$ cat config.mk
export PLATFORM = sky130hd
export DESIGN_NAME = updown_cmd_gen
export DESIGN_NICKNAME = d
export VERILOG_FILES = /design/src/rtl/updown_cmd_gen_pkg.sv /design/src/rtl/updown_cmd_gen_debounce.sv /design/src/rtl/updown_cmd_gen.sv
export SDC_FILE = /design/constraint.sdc
export NUM_CORES = 1
export LEC_CHECK = 0
export ABC_AREA = 1
export CELL_PAD_IN_SITES_DETAIL_PLACEMENT = 1
export CELL_PAD_IN_SITES_GLOBAL_PLACEMENT = 1
export CORE_MARGIN = 2
export CORE_UTILIZATION = 43
export DETAILED_ROUTE_END_ITERATION = 16
export MAX_ROUTING_LAYER = met4
export PLACE_DENSITY_LB_ADDON = 0.1
export RECOVER_POWER = 25
export SYNTH_ARGS = -nofsm -noshare
export SYNTH_HDL_FRONTEND = slang
export SYNTH_SLANG_ARGS = --single-unit
$ cat constraint.sdc
create_clock -name clk_i -period 1.6 [get_ports clk_i]
set_input_delay 0.32 -clock clk_i [delete_from_list [all_inputs] [get_ports clk_i]]
set_output_delay 0.32 -clock clk_i [all_outputs]
set_load 0.03 [all_outputs]
$ cat src/rtl/updown_cmd_gen_pkg.sv
// Shared types and default timing constants for the up/down command generator.
package updown_pkg;

    typedef enum logic [2:0] {
        ST_IDLE    = 3'd0,
        ST_HOLD_UP = 3'd1,
        ST_RPT_UP  = 3'd2,
        ST_HOLD_DN = 3'd3,
        ST_RPT_DN  = 3'd4,
        ST_LOCK    = 3'd5
    } cmd_state_e;

    localparam int DEB_CYC_D = 4;
    localparam int RPT_DLY_D = 8;
    localparam int RPT_PER_D = 4;

endpackage

$ cat src/rtl/updown_cmd_gen_debounce.sv
// Two-flop synchronizer followed by a stability counter; the output level only
// follows the synchronized input after it has differed for DEB_CYC cycles.
module debounce #(
    parameter int DEB_CYC = 4
) (
    input  logic clk_i,
    input  logic rst_i,
    input  logic btn_i,
    output logic level_o
);

    localparam int CW = $clog2(DEB_CYC + 1);

    logic          s1_q, s1_d;
    logic          s2_q, s2_d;
    logic          level_q, level_d;
    logic [CW-1:0] cnt_q, cnt_d;

    // Counter stays below DEB_CYC: it clears on the flip, so it never wraps.
    always_comb begin
        s1_d    = btn_i;
        s2_d    = s1_q;
        level_d = level_q;
        cnt_d   = cnt_q;
        if (s2_q == level_q) begin
            cnt_d = '0;
        end else if (cnt_q >= CW'(DEB_CYC - 1)) begin
            level_d = ~level_q;
            cnt_d   = '0;
        end else begin
            cnt_d = cnt_q + CW'(1);
        end
    end

    always_ff @(posedge clk_i or posedge rst_i) begin
        if (rst_i) begin
            s1_q    <= 1'b0;
            s2_q    <= 1'b0;
            level_q <= 1'b0;
            cnt_q   <= '0;
        end else begin
            s1_q    <= s1_d;
            s2_q    <= s2_d;
            level_q <= level_d;
            cnt_q   <= cnt_d;
        end
    end

    assign level_o = level_q;

endmodule

$ cat src/rtl/updown_cmd_gen.sv
// Turns two debounced push-buttons into single-cycle up/down pulses with
// auto-repeat, conflict lockout and full-flag suppression of up pulses.
module updown_cmd_gen
    import updown_pkg::*;
#(
    parameter int DEB_CYC = DEB_CYC_D,
    parameter int RPT_DLY = RPT_DLY_D,
    parameter int RPT_PER = RPT_PER_D
) (
    input  logic clk_i,
    input  logic rst_i,
    input  logic btn_up_i,
    input  logic btn_dn_i,
    input  logic full_i,
    output logic up_o,
    output logic down_o,
    output logic drop_o
);

    localparam int RPT_MAX = (RPT_DLY > RPT_PER) ? RPT_DLY : RPT_PER;
    localparam int RW      = $clog2(RPT_MAX + 1);

    logic          deb_up, deb_dn;
    cmd_state_e    state_q, state_d;
    logic [RW-1:0] cnt_q, cnt_d;
    logic [RW-1:0] lim;
    logic          pulse_up, pulse_dn;
    logic          up_q, up_d, down_q, down_d, drop_q, drop_d;

    debounce #(.DEB_CYC(DEB_CYC)) u_deb_up (
        .clk_i   (clk_i),
        .rst_i   (rst_i),
        .btn_i   (btn_up_i),
        .level_o (deb_up)
    );

    debounce #(.DEB_CYC(DEB_CYC)) u_deb_dn (
        .clk_i   (clk_i),
        .rst_i   (rst_i),
        .btn_i   (btn_dn_i),
        .level_o (deb_dn)
    );

    // One repeat counter is shared: only one direction can be active at a time.
    always_comb begin
        state_d  = state_q;
        cnt_d    = cnt_q;
        pulse_up = 1'b0;
        pulse_dn = 1'b0;
        lim      = (state_q == ST_HOLD_UP || state_q == ST_HOLD_DN) ?
                   RW'(RPT_DLY - 1) : RW'(RPT_PER - 1);
        case (state_q)
            ST_IDLE: begin
                cnt_d = '0;
                if (deb_up && deb_dn) begin
                    state_d = ST_LOCK;
                end else if (deb_up) begin
                    state_d  = ST_HOLD_UP;
                    pulse_up = 1'b1;
                end else if (deb_dn) begin
                    state_d  = ST_HOLD_DN;
                    pulse_dn = 1'b1;
                end else begin
                    state_d = ST_IDLE;
                end
            end
            ST_HOLD_UP, ST_RPT_UP: begin
                if (deb_dn) begin
                    state_d = ST_LOCK;
                    cnt_d   = '0;
                end else if (!deb_up) begin
                    state_d = ST_IDLE;
                    cnt_d   = '0;
                end else if (cnt_q >= lim) begin
                    state_d  = ST_RPT_UP;
                    cnt_d    = '0;
                    pulse_up = 1'b1;
                end else begin
                    cnt_d = cnt_q + RW'(1);
                end
            end
            ST_HOLD_DN, ST_RPT_DN: begin
                if (deb_up) begin
                    state_d = ST_LOCK;
                    cnt_d   = '0;
                end else if (!deb_dn) begin
                    state_d = ST_IDLE;
                    cnt_d   = '0;
                end else if (cnt_q >= lim) begin
                    state_d  = ST_RPT_DN;
                    cnt_d    = '0;
                    pulse_dn = 1'b1;
                end else begin
                    cnt_d = cnt_q + RW'(1);
                end
            end
            ST_LOCK: begin
                cnt_d = '0;
                if (!deb_up && !deb_dn) begin
                    state_d = ST_IDLE;
                end else begin
                    state_d = ST_LOCK;
                end
            end
            default: begin
                state_d = ST_IDLE;
                cnt_d   = '0;
            end
        endcase
        up_d   = pulse_up & ~full_i;
        drop_d = pulse_up & full_i;
        down_d = pulse_dn;
    end

    always_ff @(posedge clk_i or posedge rst_i) begin
        if (rst_i) begin
            state_q <= ST_IDLE;
            cnt_q   <= '0;
            up_q    <= 1'b0;
            down_q  <= 1'b0;
            drop_q  <= 1'b0;
        end else begin
            state_q <= state_d;
            cnt_q   <= cnt_d;
            up_q    <= up_d;
            down_q  <= down_d;
            drop_q  <= drop_d;
        end
    end

    assign up_o   = up_q;
    assign down_o = down_q;
    assign drop_o = drop_q;

endmodule
==> results of run 1 <==
## kinds of logic after synthesis
| group | Yosys count |
|---|---|
| simple gates | 70 |
| flops | 22 |
| buf+inv | 13 |
| fa+ha+maj | 6 |
| compound gates | 5 |
| xor+xnor | 3 |
## per-layer routing
metal	track usage, %	vias to the layer above	routed length (microns)
met3	3.28	2	34
met2	27.9	6	1080
met4	6.25	0	19
met1	23.3	390	968
li1	-	406	-
met5	-	-	0
## final cells by class
cell class | instances | area, sq um
Inverter | 11 | 43.8
Tap cell | 30 | 37.5
Multi-Input combinational cell | 84 | 482
Fill cell | 294 | 1200
Clock buffer | 4 | 36.3
Timing Repair Buffer | 11 | 106
Sequential cell | 22 | 551
## worst reg2reg max path, cell delays in order (launching register included)
cell,delay (ps)
dfrtp_1,410
inv_2,110
nand2_1,80
ha_1,280
nand2_1,70
nand2_1,100
inv_4,110
nand3_1,110
nand3_1,110
nand2_1,50
## per-stage QoR
stage          hold WS, ps  setup TNS [ps]  instances
6_report               368               0        162
5_1_grt                384           -60.0        162
4_1_cts                353               0        161
3_5_place_dp           342               0        157
3_3_place_gp           337               0        157
2_1_floorplan          309               0        119
## power breakdown
part	leakage, nW	total (W)	internal [W]	switching [W]
clock network	0.0210	0.000298	0.000139	0.000159
logic	0.329	0.000903	0.000318	0.000585
registers	0.286	0.000821	0.000696	0.000125
## layout by cell type (no fill, tap or decap)
cell type / n
nand2_1: 29
nand2_2: 3
ha_1: 6
nand4_1: 1
o21ai_0: 2
dlygate4sd3_1: 3
nand3_1: 12
nor2_2: 5
nand2_4: 2
inv_4: 1
nor3_1: 2
o21ai_1: 1
nor2_1: 11
clkdlybuf4s50_1: 1
inv_2: 5
buf_12: 1
clkbuf_4: 3
xor2_1: 1
nor3b_1: 1
nand3_2: 2
o211ai_1: 1
a21oi_2: 1
clkbuf_8: 1
clkbuf_2: 1
inv_1: 5
dfrtp_1: 22
xnor2_1: 2
dlygate4sd2_1: 3
buf_4: 2
nor2_4: 2
## worst max path at each step
stage / to / slack (ps) / depth (start not counted)
global placement: state_q[1] / 200 / 9
finish: state_q[2] / 90 / 9
global route: state_q[2] / -30 / 9
floorplan: state_q[1] / 180 / 9
CTS: state_q[2] / 90 / 9
detailed placement: state_q[2] / 100 / 9
## sequential cells by signal, summed over array words and instances, names as in the netlist
register          cells
cnt_q                 4
state_q               3
u_deb_dn.cnt_q        3
u_deb_up.cnt_q        3
down_o                1
drop_o                1
u_deb_dn.level_o      1
u_deb_dn.s1_q         1
u_deb_dn.s2_q         1
u_deb_up.level_o      1
u_deb_up.s1_q         1
u_deb_up.s2_q         1
up_o                  1
## repair_timing
| action | 4_1_cts | 5_1_grt |
|---|---|---|
| gates resized for setup | 3 | 1 |
| setup buffers | 0 | 1 |
| endpoints found under the setup margin | 3 | 2 |
| hold buffers | 0 | 0 |
==> results by stage, run 1 <==
Pwr:
- After layout, the design draws a total of 0.00202 W.
- Power spread over the standard cell area amounts to 1610 mW/mm^2.
- The peak supply drop is 0.782 mV.
- The leakage power figure is 0.636 nW.

GRT:
- The first global-routing pass estimated 3.55 mm of wire.
- The pin count of the biggest net entering global routing is 23.
- The global-route usage over all layers is 17.8%.
- Global routing finished with a remaining overflow of 0.
- The via count of the first global-routing pass was 780.
- The initial antenna violation count is 0.

Setup path:
- The signal on the critical path passes through inv_2 -> nand2_1 -> ha_1 -> nand2_1 -> nand2_1 -> inv_4 -> nand3_1 -> nand3_1 -> nand2_1.
- By startpoint and endpoint, the worst setup path is classified as reg2reg.
- The cell family contributing the most delay on the critical path is simple AND/OR/NAND/NOR gates.
- The endpoint kind of the worst setup timing path is a flop.
- The most repeated library cell on the critical path is nand2_1.
- Data arrives at the worst endpoint at 1710 ps.
- The worst register-to-register path ends at state_q[2].
- In this run the worst path has a maximum fanout of 6.
- The peak per-stage delay on the critical path is 410 ps.
- The combined buffer and inverter count along the critical path is 2.
- The source of the worst register-to-register timing path is state_q[2].
- The largest individual stage delay along the critical path comes from the cell dfrtp_1.
- The critical path required time is approximately 1800 ps.
- The launching element type of the critical path is a flop.
- The path depth of the worst reg2reg path is 9.
- The worst reg-to-reg setup slack is 90 ps.
- The critical path starts at state_q[2].

Cells and area:
- The number of antenna diodes is 0.
- The share of layout cells above drive strength 1 is 22.0%.
- The final core utilization is 51.2%.
- After routing the design area is 0.00126 sq mm.
- Relative to the synthesized area, the layout overhead comes to 14.6%.
- The final-stage net count is 144.

Synthesis:
- The average instance in the mapped netlist occupies ~9.2 sq um.
- The number of warning messages in the yosys log is 0.
- The synthesized netlist cell count is 119.
- Of the synthesized area, sequential elements account for 50.2%.
- The synthesized netlist devotes 6.85% of its cell area to adder and majority cells.
- The parity-gate share of the synthesized area counting xor and xnor cells is roughly 2.4%.
- The distinct cell type count after synthesis is 22.
- Of all flip-flops after synthesis, the portion carrying an async set or reset was 100%.
- Summed over all instances, the cell type with the most area after synthesis is dfrtp_1.
- The most repeated cell in the gate-level netlist after synthesis is nand2_1.
- The number of flip-flops and latches in the synthesized netlist is 22.
- By count the netlist is led by nand2_1 (29), dfrtp_1 (22), nand3_1 (12), nor2_1 (11).
- Summing the areas of all and, or, nand and nor instances in the mapped netlist gives roughly a third of the synthesized area.
- Summing the areas of all compound-gate instances in the mapped netlist gives 2.85% of the synthesized area.
- The post-synth net total is 130.
- The portion of synthesized cell area occupied by the leading cell type is 50.2%.
- After synthesis, the largest family of logic cells by area is simple AND/OR/NAND/NOR gates.
- After synthesis, the cell types taking the most area are dfrtp_1 (50%), nand2_1 (9.9%), ha_1 (6.8%).
- Of the post-synthesis cell area, the part taken by muxes is 0%.
- After synthesis the cells add up to 0.00110 sq mm.
- For this run, the leading register cell type out of synthesis is dfrtp_1.
- In this run, synthesis inferred 0 flip-flops with an integrated enable.

Clock network:
- The number of buffers inserted during clock tree synthesis is 3.
- The cell at the root of the clock tree is clkbuf_4.
- The clock tree from TritonCTS is yes.
- The clock reaches the later pin of the worst-skew pair after around 300 ps.
- Clock tree synthesis found a total of 22 sinks.
- After clock tree synthesis, the clock-pin slew on the worst setup and hold paths is 120 ps.
- The clock passes through at most 2 buffers.
- In this run the number of H-tree levels came out at 1.

Worst hold path:
- For hold timing, the worst endpoint is u_deb_up.s2_q.
- The worst hold path begins at u_deb_up.s1_q.
- The path class of the tightest hold or removal check is reg2reg.
- The number of instances on the worst hold path is 0.

Floorplanning:
- The die outline area is around 0.0030 sq mm.
- After floorplanning, the core was divided into 18 placement rows.
- The region available for standard cell placement spans between 0.002 and 0.0025 sq mm.
- Once the floorplan was initialized, standard cells occupied 44.6% of the core.
- For this design the top-level I/O count stands at 8.
- The y dimension of the die is 54.5 microns.
- The overall die width is 54.5 microns.

Routing:
- The via count of the routed design is 804.
- The number of DRC violations after detailed routing is 0.
- The count of nets left with antenna violations after detail routing is 0.
- For this run, the detailed router's first-pass iteration total came to 4.
- For this block, the initial DRC count from the detailed router was 3.
- Using the TritonRoute via totals, the vias-per-cell ratio works out to 4.96.
- The routed wire length is 2.10 mm.
- The detailed-route wire length per cell is 13.0 microns.

Run status:
- The flow ran to the end, and the final reports show no timing, DRC or antenna violations.

Placement:
- Once placement finished, the instance area stood at between 0.001 and 0.0015 sq mm.
- After legalization and detailed placement, the total HPWL measured 1.68 mm.
- At the end of routability-driven placement, the weighted congestion stood at 0.815.
- The post-placement setup slack is 105 ps.
- The number of I/O port buffers is 7.

Timing:
- The total setup violations reported at the end of the flow is 0.
- After layout, the worst setup slack is 91.8 ps.
- The routed design could run at a clock period as short as ~1500 ps.
- The share of the cycle needed by the critical path after routing is 94.3%.
- For this run, the top clock speed supported by timing is roughly 660 MHz.
- For the final database, setup skew stands at 5.13 ps.
- The transition time at the pin with the least slew margin is 544 ps.
- The relative slew slack is 63.7%.
- The count of endpoints failing hold in the final timing report is 0.
- The number of max-slew violations in the final report was 0.

Job:
- The count of max-cap constraint violations is 0.
Note: power is estimated with default switching activity, not from simulation.
==> run 2, diff against run 1 <==
- CORE_ASPECT_RATIO: not set -> 0.8
==> run 2 against run 1 <==
Setup slack better by 0.94 ps. Flip-flop and latch count unchanged. Cell count rose by 3.7%. Sequential share of layout area is 0.39 points lower. Utilization rose by 0.72 points. Count of clock-buffer cells in the layout down 1. Via count is 2.4% higher. Non-clock buffer count did not move. Die area about the same. Maximum frequency about the same. Clock power up 46%. Register-to-register slack about the same. Critical path type unchanged.
==> results by stage, run 2 (synthesized netlist as in run 1, its figures left out) <==
Pwr:
- The power per unit of standard cell area is 1710 mW/mm^2 (+6.2%).
- The internal power of the cells is 0.00127 W (+10%).
- The leakage power figure came to 0.637 nW (about the same).
- The peak supply drop is 0.747 mV (-4.5%).
- The net switching fraction of the power is 41.4% (-1.6 points).
- The share of total power in combinational logic came to 41.9% (-2.8 points).
- The power dissipated by switching net loads is 0.000897 W (+3.2%).
- The clock network power share is 20.1% (+5.4 points).
- The share of total power in sequential cells was 38.0% (-2.6 points).

Floorplanning:
- The initial core utilization was 44.9% (+0.23 points).
- The core region area is 0.00244 sq mm (-0.51%).
- The y dimension of the die was 49.2 microns (-9.8%).
- The die outline area came to 0.00297 sq mm (about the same).
- The row count is 16 (-2).
- The overall die width is 60.4 microns (+11%).
- The top-level I/O count is 8 (unchanged).

Routing:
- The post-detailed-route via-to-cell ratio was 4.90 (-1.3%).
- The iteration count of the initial detailed-routing pass was 4 (unchanged).
- The count of nets left with antenna violations after detail routing was 0 (unchanged).
- The detailed-route wire length per cell is 13.0 microns (about the same).
- The via count of the routed design is 823 (+2.4%).
- The number of DRC violations after detailed-routing iteration 0 is 23 (+20).
- The routed wire length is 2.18 mm (+3.7%).
- The number of DRC violations after detailed routing is 0 (unchanged).

Setup path:
- The arrival time of data at the critical path endpoint was 1710 ps (about the same).
- The worst reg-to-reg setup slack is 90 ps (about the same).
- The critical path goes through inv_2 -> nand2_1 -> ha_1 -> nand2_1 -> nand2_1 -> o211ai_1 -> nor2_1.
- The peak per-stage delay on the critical path came to 410 ps (about the same).
- The path depth of the worst reg2reg path was 7 (-2).
- The endpoint of the worst-slack reg-to-reg timing path is drop_o.
- The category of the critical setup timing path is reg2reg.
- The worst setup path is captured at a flop.
- The critical-path maximum fanout is 5 (-1).
- Counting stages on the worst path, the most repeated cell is nand2_1.
- The critical path required time is 1800 ps (about the same).
- STA classifies the critical path startpoint as a flop.
- The slowest stage of the critical path is the dfrtp_1 cell.
- The critical path starts at state_q[2].
- The startpoint identified for the worst register-to-register timing path is state_q[2].

Clock network:
- The worst-case clock buffer depth is 2 (unchanged).
- The clock tree from TritonCTS is yes.
- The number of buffers inserted during clock tree synthesis is 3 (unchanged).
- The clock insertion delay at the later pin of the skew report is 320 ps (+20 ps).
- The clock slew seen by the registers of the worst setup and hold paths is 140 ps (+20 ps).
- The number of hold-repair buffers added at the cts stage came to 0 (unchanged).
- The number of sinks driven by the clock tree is 22 (unchanged).
- CTS placed an instance of clkbuf_4 at the clock tree root.
- The deepest level of the CTS H-tree is 1 (unchanged).

Timing:
- The relative slew slack is 62.2% (-1.6 points).
- The transition time at the pin with the least slew margin is 568 ps (+23.8 ps).
- The count of endpoints failing hold in the final timing report was 0 (unchanged).
- The worst hold slack across all endpoints came to 354 ps (-13.8 ps).
- Setup repair after global routing left no endpoint under its margin.
- The total setup violations reported at the end of the flow is 0 (unchanged).
- The final clock skew is 12.6 ps (+7.48 ps).
- The number of max-slew violations in the final report is 0 (unchanged).
- The minimum clock period is 1510 ps (-0.941 ps).
- The final sum of negative setup slack is 0 ps (unchanged).
- The fmax was 663 MHz (about the same).
- The share of the cycle needed by the critical path after routing came to 94.2% (about the same).

Worst hold path:
- The end point of the most critical hold path is u_deb_dn.s2_q.
- The min-delay analysis places its worst path in the category reg2reg.
- The startpoint of the worst hold path is u_deb_dn.s1_q.
- The number of instances on the worst hold path is 0 (unchanged).

Placement:
- The number of I/O port buffers is 7 (unchanged).
- The final HPWL from detailed placement came to 1.72 mm (+2.5%).
- The placer's final routability congestion estimate is 0.858 (+5.3%).

Job:
- The count of max-cap constraint violations came to 0 (unchanged).

Cells and area:
- The register with the highest flop count is cnt_q.
- The top cell types in the final layout, fill and taps aside, are nand2_1 (29), dfrtp_1 (22), nand3_1 (12).
- The final core utilization came to 51.9% (+0.72 points).
- The number of antenna diodes is 0 (unchanged).
- The share of layout cells above drive strength 1 is 22.0% (unchanged).
- Relative to the synthesized area, the layout overhead comes to 15.6%.
- The final-stage net count is 144 (unchanged).
- The most common cell after layout, fill and taps aside is nand2_1.
- The flip-flop count of the largest register after layout is 4 (unchanged).

GRT:
- The via count of the first global-routing pass is 864 (+11%).
- The pin count of the biggest net entering global routing is 23 (unchanged).
- The remaining global-route overflow is 0 (unchanged).
- The initial antenna violation count is 0 (unchanged).
- The global-route usage over all layers is 18.1% (+0.30 points).
- The global-route wire length before repair is 3.82 mm (+7.6%).

Run status:
- The flow ran to the end, and the final reports show no timing, DRC or antenna violations.
## run 2: cell count changes in the layout (fill, tap and decap cells not counted), sizes merged
cell    change
bufinv      +1
clkbuf      -1
## run 2: critical path: cells and delay by family (launching register included)
family | cells | cell delay [ps]
buf+inv | 1 | 100
compound gates | 1 | 300
simple gates | 4 | 310
fa+ha+maj | 1 | 270
flops | 1 | 410
## run 2: per-layer routing
metal | global-route usage (%) | share of wire (%) | vias to the layer above
met1 | 22.5 | 49 | 405
met3 | 5.57 | 2.6 | 2
li1 | - | - | 408
met5 | - | 0 | -
met4 | 3.26 | 0.69 | 0
met2 | 29.5 | 47 | 8
## run 2: cell type report
class	count	area (sq um)
clock buffer	3	22.5
multi-input combinational	84	482
inverter	11	43.8
sequential	22	551
fill	301	1170
clock inverter	1	30.0
tap	36	45.0
timing repair buffer	11	93.8
## run 2: per-stage QoR
step           total power (W)  worst slack [ps]  cells  cell area, sq um
2_1_floorplan          0.00153               183    119              1100
3_3_place_gp           0.00171               204    163              1210
3_5_place_dp           0.00177               101    163              1210
4_1_cts                0.00220              86.7    167              1260
5_1_grt                0.00235              19.7    168              1270
6_report               0.00217              92.7    168              1270
## run 2: worst max path at each step
stage                     depth (start not counted)  slack (ps)          to
after CTS                                         9          90  state_q[2]
after floorplan                                   9         180  state_q[1]
final                                             7          90      drop_o
after global routing                              7          20      drop_o
after detailed placement                          9         100  state_q[2]
after global placement                            9         200  state_q[1]
## run 2: what timing repair did
| action | 4_1_cts | 5_1_grt |
|---|---|---|
| setup buffers | 0 | 1 |
| cloned | 0 | 0 |
| setup endpoints to repair | 3 | 2 |
| gates resized for setup | 3 | 1 |
## run 2: power groups by stage
stage	Sequential (W)	Combinational [W]	Clock [W]
2_1_floorplan	0.000835	0.000691	0
3_3_place_gp	0.000825	0.000884	0
3_5_place_dp	0.000837	0.000930	0
4_1_cts	0.000824	0.000923	0.000450
5_1_grt	0.000841	0.00104	0.000464
6_report	0.000823	0.000909	0.000435
